<file path="src/rtl/wash_sequencer.sv">
// Washing-machine program sequencer: FILL, WASH, RINSE passes, SPIN and an
// optional extra spin, paced by a 1 s tick, with lid pause/resume and cancel.
module wash_sequencer #(
    parameter int unsigned TICK_DIV  = 18000000,
    parameter int unsigned DW_SMALL  = 3,
    parameter int unsigned DW_MEDIUM = 5,
    parameter int unsigned DW_LARGE  = 8,
    parameter int unsigned MAX_RINSE = 3
) (
    input  logic       clk,
    input  logic       rst_n,
    input  logic [1:0] load_sel,
    input  logic [1:0] temp_sel,
    input  logic [1:0] rinse_num,
    input  logic       extra_spin,
    input  logic       lid_open,
    input  logic       start,
    input  logic       cancel,
    output logic [2:0] state,
    output logic [5:0] remaining,
    output logic [1:0] rinse_idx,
    output logic       paused,
    output logic       done,
    output logic       err,
    output logic       valve_hot,
    output logic       valve_cold,
    output logic       motor
);

    localparam int unsigned DIV_W = (TICK_DIV > 1) ? $clog2(TICK_DIV) : 1;

    localparam logic [2:0] S_IDLE  = 3'd0;
    localparam logic [2:0] S_FILL  = 3'd1;
    localparam logic [2:0] S_WASH  = 3'd2;
    localparam logic [2:0] S_RINSE = 3'd3;
    localparam logic [2:0] S_SPIN  = 3'd4;
    localparam logic [2:0] S_XSPIN = 3'd5;
    localparam logic [2:0] S_PAUSE = 3'd6;

    logic [2:0]       state_q, state_d;
    logic [2:0]       saved_q, saved_d;
    logic [5:0]       remaining_q, remaining_d;
    logic [1:0]       ridx_q, ridx_d;
    logic [DIV_W-1:0] div_q, div_d;
    logic             start_q;
    logic             done_q, done_d;
    logic             err_q, err_d;
    logic             paused_q, paused_d;
    logic [5:0]       dwell_q, dwell_d;
    logic [1:0]       temp_q, temp_d;
    logic [1:0]       rtot_q, rtot_d;
    logic             xspin_q, xspin_d;

    logic             start_edge;
    logic             timed;
    logic             tick;
    logic             settings_ok;
    logic [5:0]       dwell_sel;
    logic [1:0]       rinse_req;

    assign start_edge  = start & ~start_q;
    assign timed       = (state_q >= S_FILL) && (state_q <= S_XSPIN);
    assign tick        = timed && (div_q == DIV_W'(TICK_DIV - 1));
    assign settings_ok = !lid_open && (load_sel != 2'b11) && (temp_sel != 2'b11);

    // Dwell per load size; invalid load never gets latched.
    always_comb begin
        case (load_sel)
            2'b00:   dwell_sel = 6'(DW_SMALL);
            2'b01:   dwell_sel = 6'(DW_MEDIUM);
            2'b10:   dwell_sel = 6'(DW_LARGE);
            default: dwell_sel = 6'd0;
        endcase
    end

    // Requested rinse count: zero means one pass, clamp to the maximum.
    assign rinse_req = (rinse_num == 2'd0) ? 2'd1 :
                       (32'(rinse_num) > MAX_RINSE) ? 2'(MAX_RINSE) : rinse_num;

    // State and datapath registers; start_q resets high so a held start is no edge.
    always_ff @(posedge clk or posedge rst_n) begin
        if (rst_n) begin
            state_q     <= S_IDLE;
            saved_q     <= S_IDLE;
            remaining_q <= 6'd0;
            ridx_q      <= 2'd0;
            div_q       <= '0;
            start_q     <= 1'b1;
            done_q      <= 1'b0;
            err_q       <= 1'b0;
            paused_q    <= 1'b0;
            dwell_q     <= 6'd0;
            temp_q      <= 2'd0;
            rtot_q      <= 2'd0;
            xspin_q     <= 1'b0;
        end else begin
            state_q     <= state_d;
            saved_q     <= saved_d;
            remaining_q <= remaining_d;
            ridx_q      <= ridx_d;
            div_q       <= div_d;
            start_q     <= start;
            done_q      <= done_d;
            err_q       <= err_d;
            paused_q    <= paused_d;
            dwell_q     <= dwell_d;
            temp_q      <= temp_d;
            rtot_q      <= rtot_d;
            xspin_q     <= xspin_d;
        end
    end

    // Next-state logic: cancel beats lid_open beats tick.
    always_comb begin
        state_d     = state_q;
        saved_d     = saved_q;
        remaining_d = remaining_q;
        ridx_d      = ridx_q;
        div_d       = div_q;
        done_d      = 1'b0;
        err_d       = 1'b0;
        dwell_d     = dwell_q;
        temp_d      = temp_q;
        rtot_d      = rtot_q;
        xspin_d     = xspin_q;

        case (state_q)
            S_IDLE: begin
                remaining_d = 6'd0;
                ridx_d      = 2'd0;
                div_d       = '0;
                if (start_edge) begin
                    if (!settings_ok) begin
                        err_d = 1'b1;
                    end else begin
                        state_d     = S_FILL;
                        remaining_d = dwell_sel;
                        dwell_d     = dwell_sel;
                        temp_d      = temp_sel;
                        rtot_d      = rinse_req;
                        xspin_d     = extra_spin;
                    end
                end
            end
            S_FILL, S_WASH, S_RINSE, S_SPIN, S_XSPIN: begin
                if (cancel) begin
                    state_d     = S_IDLE;
                    remaining_d = 6'd0;
                    ridx_d      = 2'd0;
                    div_d       = '0;
                end else if (lid_open) begin
                    state_d = S_PAUSE;
                    saved_d = state_q;
                end else if (tick) begin
                    div_d = '0;
                    if (remaining_q == 6'd1) begin
                        remaining_d = dwell_q;
                        case (state_q)
                            S_FILL: state_d = S_WASH;
                            S_WASH: begin
                                state_d = S_RINSE;
                                ridx_d  = 2'd1;
                            end
                            S_RINSE: begin
                                if (ridx_q < rtot_q) begin
                                    ridx_d = ridx_q + 2'd1;
                                end else begin
                                    state_d = S_SPIN;
                                    ridx_d  = 2'd0;
                                end
                            end
                            S_SPIN: begin
                                if (xspin_q) begin
                                    state_d = S_XSPIN;
                                end else begin
                                    state_d     = S_IDLE;
                                    remaining_d = 6'd0;
                                    done_d      = 1'b1;
                                end
                            end
                            default: begin
                                state_d     = S_IDLE;
                                remaining_d = 6'd0;
                                done_d      = 1'b1;
                            end
                        endcase
                    end else begin
                        remaining_d = remaining_q - 6'd1;
                    end
                end else begin
                    div_d = div_q + DIV_W'(1);
                end
            end
            S_PAUSE: begin
                if (cancel) begin
                    state_d     = S_IDLE;
                    remaining_d = 6'd0;
                    ridx_d      = 2'd0;
                    div_d       = '0;
                end else if (!lid_open && start_edge) begin
                    state_d = saved_q;
                    div_d   = '0;
                end
            end
            default: begin
                state_d     = S_IDLE;
                remaining_d = 6'd0;
                ridx_d      = 2'd0;
                div_d       = '0;
            end
        endcase

        paused_d = (state_d == S_PAUSE);
    end

    assign state     = state_q;
    assign remaining = remaining_q;
    assign rinse_idx = ridx_q;
    assign paused    = paused_q;
    assign done      = done_q;
    assign err       = err_q;

    // Actuators decode directly from the current state and latched temperature.
    assign valve_hot  = (state_q == S_FILL) && ((temp_q == 2'b00) || (temp_q == 2'b01));
    assign valve_cold = ((state_q == S_FILL) && ((temp_q == 2'b01) || (temp_q == 2'b10)))
                        || (state_q == S_RINSE);
    assign motor      = (state_q == S_WASH) || (state_q == S_RINSE)
                        || (state_q == S_SPIN) || (state_q == S_XSPIN);

endmodule

</file>
<file path="config.mk">
export PLATFORM = sky130hd
export DESIGN_NAME = wash_sequencer
export DESIGN_NICKNAME = d
export VERILOG_FILES = /design/src/rtl/wash_sequencer.sv
export SDC_FILE = /design/constraint.sdc
export NUM_CORES = 1
export LEC_CHECK = 0
export ABC_AREA = 1
export CORE_ASPECT_RATIO = 2
export CORE_MARGIN = 3
export CORE_UTILIZATION = 54
export DETAILED_ROUTE_END_ITERATION = 16
export PLACE_DENSITY_LB_ADDON = 0.1
export REMOVE_ABC_BUFFERS = 1
export SYNTH_ARGS = -nofsm -noshare
export SYNTH_HDL_FRONTEND = slang
export SYNTH_SLANG_ARGS = --single-unit
</file>
<file path="constraint.sdc">
create_clock -name clk -period 3.25 [get_ports clk]
set_clock_uncertainty 0.2 [all_clocks]
set_input_delay 0.325 -clock clk [delete_from_list [all_inputs] [get_ports clk]]
set_output_delay 0.325 -clock clk [all_outputs]
set_load 0.01 [all_outputs]
</file>
After elaboration in Yosys (flattened, before gate mapping)
Cells that the tools add are included.
{"block": "classes", "n_addsub": 3, "magnitude_cmp": 3, "n_eq_ne": 21, "muxes": 48, "n_bitwise": 3, "reduce_logical": 25}
{"cell": "25-bit two-way mux", "count": 5}
{"cell": "25-bit case mux with 2 select lines", "count": 1}
{"cell": "6-bit two-way mux", "count": 8}
{"cell": "3-bit two-way mux", "count": 10}
{"cell": "25-bit by 1-bit adder with 25-bit output (second input constant)", "count": 1}
{"cell": "25-bit == test (second input constant)", "count": 1}
{"cell": "6-bit case mux with 3 select lines", "count": 1}
{"cell": "2-bit two-way mux", "count": 7}
{"cell": "3-bit == test (second input constant)", "count": 4}
{"cell": "3-bit != test (second input constant)", "count": 4}
{"cell": "3-bit case mux with 4 select lines", "count": 1}
{"cell": "4-bit case mux with 3 select lines", "count": 1}
{"cell": "6-bit case mux with 2 select lines", "count": 1}
{"cell": "1-bit two-way mux", "count": 9}
{"cell": "3-bit case mux with 3 select lines", "count": 1}
{"cell": "3-bit AND reduction", "count": 3}
{"cell": "2-bit case mux with 2 select lines", "count": 2}
{"cell": "1-bit logical AND", "count": 7}
{"cell": "3-bit by 2-bit == test with 1-bit output (second input constant)", "count": 2}
{"cell": "6-bit by 1-bit == test with 1-bit output (second input constant)", "count": 1}
{"cell": "2-bit logical NOT", "count": 3}
{"cell": "1-bit logical OR", "count": 6}
{"cell": "2-bit != test (second input constant)", "count": 3}
{"cell": "6-bit by 1-bit subtractor with 6-bit output (second input constant)", "count": 1}
{"cell": "other kinds (17)", "count": 20}
{"block": "totals", "register_bits": 54, "input_bits": 12, "out_inout_bits": 17, "elab_cells": 116}

Logic depth before layout (Yosys ltp)
Gate-level depths: netlist of run 1.
{"block": "depth", "word_depth": 9, "mapped_depth": 14, "ltp_nobuf": 14}

Worst setup path after synthesis of run 1
Ideal clock, no wire load.
{"block": "synth_timing", "path_kind": "register to register", "startpoint": "register div_q[0]", "endpoint": "register ridx_q[0] (netlist: rinse_idx[0])", "setup_time_ns": 0.121, "arrival_ns": 1.667, "required_time_ns": 2.929, "slack_ns": 1.262, "stages_incl_launch_ff": 15, "path_buffers": 0, "synth_period_minus_slack_ns": 1.988, "cell_sequence": "dfrtp_1 > ha_1 > nand2_1 > nor2_1 > nand2_1 > clkinv_1 > nand3_1 > nor2_1 > inv_1 > nand2_4 > nand2_4 > a21oi_2 > nand2_2 > nand2_1 > o21ai_1"}
{"block": "synth_via", "elab_chain_len": 4}
{"element": "from (decl)", "line_no": "44", "source": "logic [DIV_W-1:0] div_q, div_d;"}
{"element": "from (signal assigned)", "line_no": "101", "source": "div_q <= div_d;"}
{"element": "25-bit == test", "line_no": "63", "source": "assign tick = timed && (div_q == DIV_W'(TICK_DIV - 1));"}
{"element": "1-bit logical AND", "line_no": "63"}
{"element": "3-bit != test (no source line)"}
{"element": "5-bit AND reduction (no source line)"}
{"element": "to (signal assigned)", "line_no": "100", "source": "ridx_q <= ridx_d;"}
{"element": "to (decl)", "line_no": "43", "source": "logic [1:0] ridx_q, ridx_d;"}
Every way passes these cells.
A chain may end at the register's enable or synchronous reset.

Worst setup path after layout of run 1
Ends and elaborated chain as after synthesis.

==> flow_summary.yaml, run 1 <==
place:
  dpl_cell_area_sq_um: 3570
  io_buffers: 28
  hpwl_um: 6230
  place_congestion: 0.947
power_and_ir_drop:
  leakage_nw: 1.71
  peakVddDrop_v: 0.000381
  p_per_area_nw_per_um2: 424
floorplanning:
  rows: 39
  pin_count: 29
  dieArea_sq_um: 7030
  chipWidth_um: 60.8
  core_sq_um: 5760
  die_y_um: 116
  start_util_pct: 56.3
timing:
  hold_viol: 0
  fmax_mhz: 424
  slew_violations: 0
  maxSlewHeadroom_pct: 54.3
  min_period_over_period_pct: 72.5
  max_slew.worst_pin.slew_ns: 0.685
  setup_tns_ns: 0
  setup_viol: 0
  post-route-min-period_ns: 2.36
  rsz0062_at_grt: "no"
global_routing:
  grt_max_degree: 53
  grt_pass1_vias: 3005
  grt_pass1_wl_um: 13400
  antenna_found_initial: 0
  grt_util_all_layers_pct: 25.6
  gr-total-overflow: 0
clock_network:
  post-cts-setup-buffers: 0
  path_clk_slew_ns: 0.07
  cts-root-buf: "clkbuf_16"
  cts-htree-levels: 2
  clk-insertion-delay-late_ns: 0.30
  ctsResizeCount: 0
  cts_tree: "yes"
  cts_buffer_depth: 2
  cts_hold_buf: 0
  cts_buffers: 5
  cts.sinks: 52
synth:
  ys_types: 45
  synth-seq-area-share_pct: 40.2
  ys_ff_latch: 52
  synth-edff-count: 0
  ys_async_sr_fraction_pct: 100
  ys_warn_count: 0
  synth.avg_cell_area_sq_um: 7.37
  synth_cells: 440
  syn_area_sq_um: 3240
  ys.flop_type: "dfrtp_1"
route:
  dr.pass1.iters: 5
  wl_per_cell_um: 15.0
  drc: 0
  routed_wl_um: 8010
  drt_iter0_drc: 200
  vias: 2962
  routed_via_density: 5.56
  ant_nets: 0
run_status:
  outcome: "complete, no violations"
cells_and_area:
  fillCellCount: 508
  multi_input_area_sq_um: 1640
  drive_above_1_share_pct: 9.53
  final_area_sq_um: 3750
  seqCellArea_sq_um: 1300
  layout_commonest_cell: "nand2_1"
  final_cell_mix: "nand2_1, inv_1, nor2_1"
  diodes: 0
  nets: 489
  area_growth_pct: 15.6
job:
  cap_viol_max_count: 0
hold_path:
  holdCritPathClass: "in2reg"
setup_path:
  worstPathArrival_ns: 2.35
  cp-end-kind: "register"
  critPathRequiredTime_ns: 3.24
  criticalPathCategory: "reg2reg"
  critPathMaxFanout: 6
  cp-start-kind: "register"
[where the power goes]
group | switching, mW | internal, mW | total, mW
clock network | 0.248 | 0.386 | 0.634
registers | 0.0272 | 0.691 | 0.718
logic | 0.140 | 0.0949 | 0.235
[area by class of cell]
type	count	area share, %
multi-input combinational	313	43.6
sequential	52	34.7
timing repair buffer	30	7.88
inverter	69	6.98
clock buffer	6	3.70
tap	61	2.04
clock inverter	2	1.03
[Yosys cell counts, types with 2 or more instances]
master | instances | area, sq um
nand2_1 | 110 | 413
inv_1 | 62 | 233
nor2_1 | 56 | 210
dfrtp_1 | 51 | 1280
nand3_1 | 30 | 150
o21ai_0 | 24 | 120
a21oi_1 | 12 | 60.1
nand4_1 | 11 | 68.8
o21ai_1 | 10 | 50.1
ha_1 | 6 | 75.1
nor3_1 | 6 | 30.0
xor2_1 | 6 | 52.6
inv_2 | 5 | 18.8
nand2_2 | 5 | 31.3
nand2_4 | 5 | 56.3
o21ai_2 | 4 | 35.0
o221ai_1 | 4 | 35.0
buf_2 | 2 | 10.0
buf_6 | 2 | 22.5
nand2_8 | 2 | 40.0
nor2_2 | 2 | 12.5
nor2_4 | 2 | 22.5
[critical path, stage by stage (launching register included)]
cell and delay, ns:
dfrtp_1 0.40, ha_1 0.19, nand2_1 0.12, nor2_1 0.15
nand2_1 0.13, clkinv_1 0.14, nand3_1 0.08, nor2_1 0.13
inv_1 0.11, nand2_4 0.11, nand2_4 0.08, a21oi_2 0.19
nand2_2 0.10, nand2_1 0.06, o21ai_1 0.06
[kinds of logic after synthesis]
| kind of cell | Yosys count | share of synthesized area, % |
|---|---|---|
| DFF | 52 | 40.2 |
| and+or+nand+nor | 238 | 35.1 |
| adders and majority gates | 6 | 2.31 |
| buffers and inverters | 75 | 9.41 |
| xor gates and xnor gates | 7 | 1.89 |
| AOI/OAI and AO/OA | 62 | 11.2 |
[per-layer routing]
| layer | share of wire, % | vias to the layer above | GRT usage, % | wire [um] |
|---|---|---|---|---|
| li1 | - | 1467 | - | - |
| met4 | 7.3 | 0 | 19.0 | 588 |
| met5 | 0 | - | 0 | 0 |
| met3 | 3.3 | 37 | 3.46 | 262 |
| met2 | 54 | 91 | 45.0 | 4340 |
| met1 | 35 | 1367 | 26.0 | 2820 |
[path summary, 6_finish.rpt]
kind                       slack (ns)      endpoint     start  cells past startpoint
setup / recovery                 0.89  rinse_idx[0]  div_q[0]                     14
max in group asynchronous        2.04          done     rst_n                      3
hold reg to reg                  0.28       xspin_q   xspin_q                      2
setup reg to reg                 0.89  rinse_idx[0]  div_q[0]                     14
min in group asynchronous        0.33    saved_q[0]     rst_n                      3
hold / removal                   0.26       start_q     start                      1
[flip-flops by register name, indices dropped and copies added (netlist names)]
name,count
err,1
rtot_q,2
saved_q,3
remaining,6
done,1
div_q,25
state,3
start_q,1
paused,1
xspin_q,1
dwell_q,4
temp_q,2
rinse_idx,2
[through the flow]
stage | worst slack [ns] | hold slack, ns | total power, mW | instances | utilization [%]
after global placement | 0.815 | 0.260 | 0.962 | 525 | 62.0
after CTS | 0.908 | 0.258 | 1.60 | 533 | 65.1
after floorplan | 0.982 | 0.129 | 0.879 | 434 | -
final | 0.892 | 0.260 | 1.59 | 533 | 65.1
after detailed placement | 0.772 | 0.263 | 0.967 | 525 | 62.0
after global routing | 0.603 | 0.294 | 1.66 | 533 | 65.1
Power figures use the tool's default switching activity.
==> inputs of run 2 (changes only) <==
Clock period 3.25 ns to 2.3 ns, I/O delays scaled along.
==> flow_summary.yaml, run 2 (same netlist as run 1, synthesis figures left out) <==
global_routing:
  grt_pass1_wl_um: 13900
  grt_util_all_layers_pct: 26.3
  antenna_found_initial: 0
  gr-total-overflow: 0
  grt_pass1_vias: 3137
  grt_max_degree: 53
cells_and_area:
  largest_reg_flops: 25
  diodes: 0
  nets: 505
  top_register: "div_q"
  final_cell_mix: "nand2_1, inv_1, nor2_1"
  fillCellCount: 501
  seqCellArea_sq_um: 1300
  drive_above_1_share_pct: 13.9
  final_area_sq_um: 3910
  area_growth_pct: 20.6
  layout_commonest_cell: "nand2_1"
  multi_input_area_sq_um: 1670
clock_network:
  cts_hold_buf: 0
  cts_buffers: 5
  clk-insertion-delay-late_ns: 0.30
  cts_buffer_depth: 2
  cts.sinks: 52
  path_clk_slew_ns: 0.07
  cts_tree: "yes"
  cts-root-buf: "clkbuf_16"
  cts-htree-levels: 2
setup_path:
  cp-end-kind: "register"
  worstPathArrival_ns: 2.16
  path_cells: "nand2_1 -> nor2_1 -> inv_1 -> nor2_1 -> nand2_1 -> nor2_1 -> nand2_2 -> or2_4 -> nor2_2 -> nand2_1 -> nand2_1 -> nor2_1"
  slowest_delay_ns: 0.36
  critPathRequiredTime_ns: 2.30
  cp-start-kind: "register"
  critPathMaxFanout: 3
  criticalPathCategory: "reg2reg"
  crit_buf_inv: 1
  path_delay_family: "simple AND/OR/NAND/NOR gates"
  slowest_stage: "dfrtp_1"
place:
  place_congestion: 0.895
  hpwl_um: 6460
  dpl_cell_area_sq_um: 3670
  dp_slack_ns: -0.0161
  io_buffers: 28
floorplanning:
  pin_count: 29
  core_sq_um: 5760
  chipWidth_um: 60.8
  rows: 39
  die_y_um: 116
  start_util_pct: 56.3
  dieArea_sq_um: 7030
timing:
  min_period_over_period_pct: 93.9
  holdWs_ns: 0.0886
  fin_ws_ns: 0.141
  fmax_mhz: 463
  maxSlewHeadroom_pct: 77.2
  setup_viol: 0
  slew_violations: 0
  max_slew.worst_pin.slew_ns: 0.339
  post-route-min-period_ns: 2.16
  hold_viol: 0
route:
  wl_per_cell_um: 15.2
  dr.pass1.iters: 4
  routed_wl_um: 8340
  routed_via_density: 5.52
  drc: 0
  drt_iter0_drc: 141
  vias: 3029
  ant_nets: 0
hold_path:
  holdCritPathClass: "in2async"
power_and_ir_drop:
  leakage_nw: 1.80
  seqPwrFrac_pct: 45.3
  clock_power_share_pct: 38.6
  peakVddDrop_v: 0.000415
  swShare_pct: 26.3
  p_int_mw: 1.65
  p_sw_uw: 587
  p_per_area_nw_per_um2: 571
  combPwrFrac_pct: 16.2
  report.power.total_mw: 2.23
run_status:
  outcome: "complete, no violations"
job:
  cap_viol_max_count: 0
==> run 2: cell types whose count changed in the layout (fill, tap and decap cells not counted), moves of 2 or more <==
cell | previous run | this run
buf_4 | 2 | 17
nand2_1 | 110 | 108
nor2_1 | 56 | 54
inv_1 | 61 | 59
nand2_2 | 5 | 7
==> run 2: layout make-up <==
cell class / instances / share of cell area, %
multi-input combinational: 313 / 42.7
sequential: 52 / 33.3
timing repair buffer: 46 / 11.0
inverter: 69 / 6.78
clock buffer: 6 / 3.29
tap: 61 / 1.95
clock inverter: 2 / 0.991
==> run 2: power by group through the flow <==
stage,Sequential (mW),Combinational [mW],Clock [mW]
after global routing,1.02,0.407,0.907
after floorplan,1.03,0.214,0
after global placement,1.03,0.347,0
after CTS,1.01,0.360,0.878
final,1.01,0.362,0.862
after detailed placement,1.03,0.352,0
==> run 2: worst paths after layout <==
path / startpoint / endpoint / slack [ns] / depth (start not counted)
setup / recovery: div_q[4] / div_q[21] / 0.14 / 12
hold / removal: rst_n / div_q[10] / 0.09 / 3
setup reg to reg: div_q[4] / div_q[21] / 0.14 / 12
hold reg to reg: saved_q[2] / saved_q[2] / 0.31 / 2
max in group asynchronous: rst_n / start_q / 1.53 / 3
min in group clk: start / start_q / 0.16 / 1
==> run 2: repair_timing <==
item / in CTS / in global routing
pin swaps: 0 / 3
setup buffers: 0 / 4
resized for setup: 5 / 7
endpoints found under the hold margin: 0 / 0
setup endpoints to repair: 7 / 21
==> run 2: per-stage QoR <==
step | cells | setup TNS [ns] | utilization (%)
after floorplan | 434 | 0 | -
after global placement | 537 | 0 | 63.8
after detailed placement | 537 | -0.0258 | 63.8
after CTS | 545 | 0 | 67.1
after global routing | 549 | -0.0110 | 67.9
final | 549 | 0 | 67.9
==> run 2: per-layer routing <==
metal,global-route usage (%),routed length [um],up-vias
li1,-,-,1502
met1,25.4,2880,1416
met2,49.3,4750,77
met3,2.90,247,34
met4,16.5,454,0
met5,0,0,-
==> run 2: tightest hold or removal path, stage by stage <==
cell and delay (ns):
clkdlybuf4s50_1 0.41, inv_2 0.07, buf_12 0.26
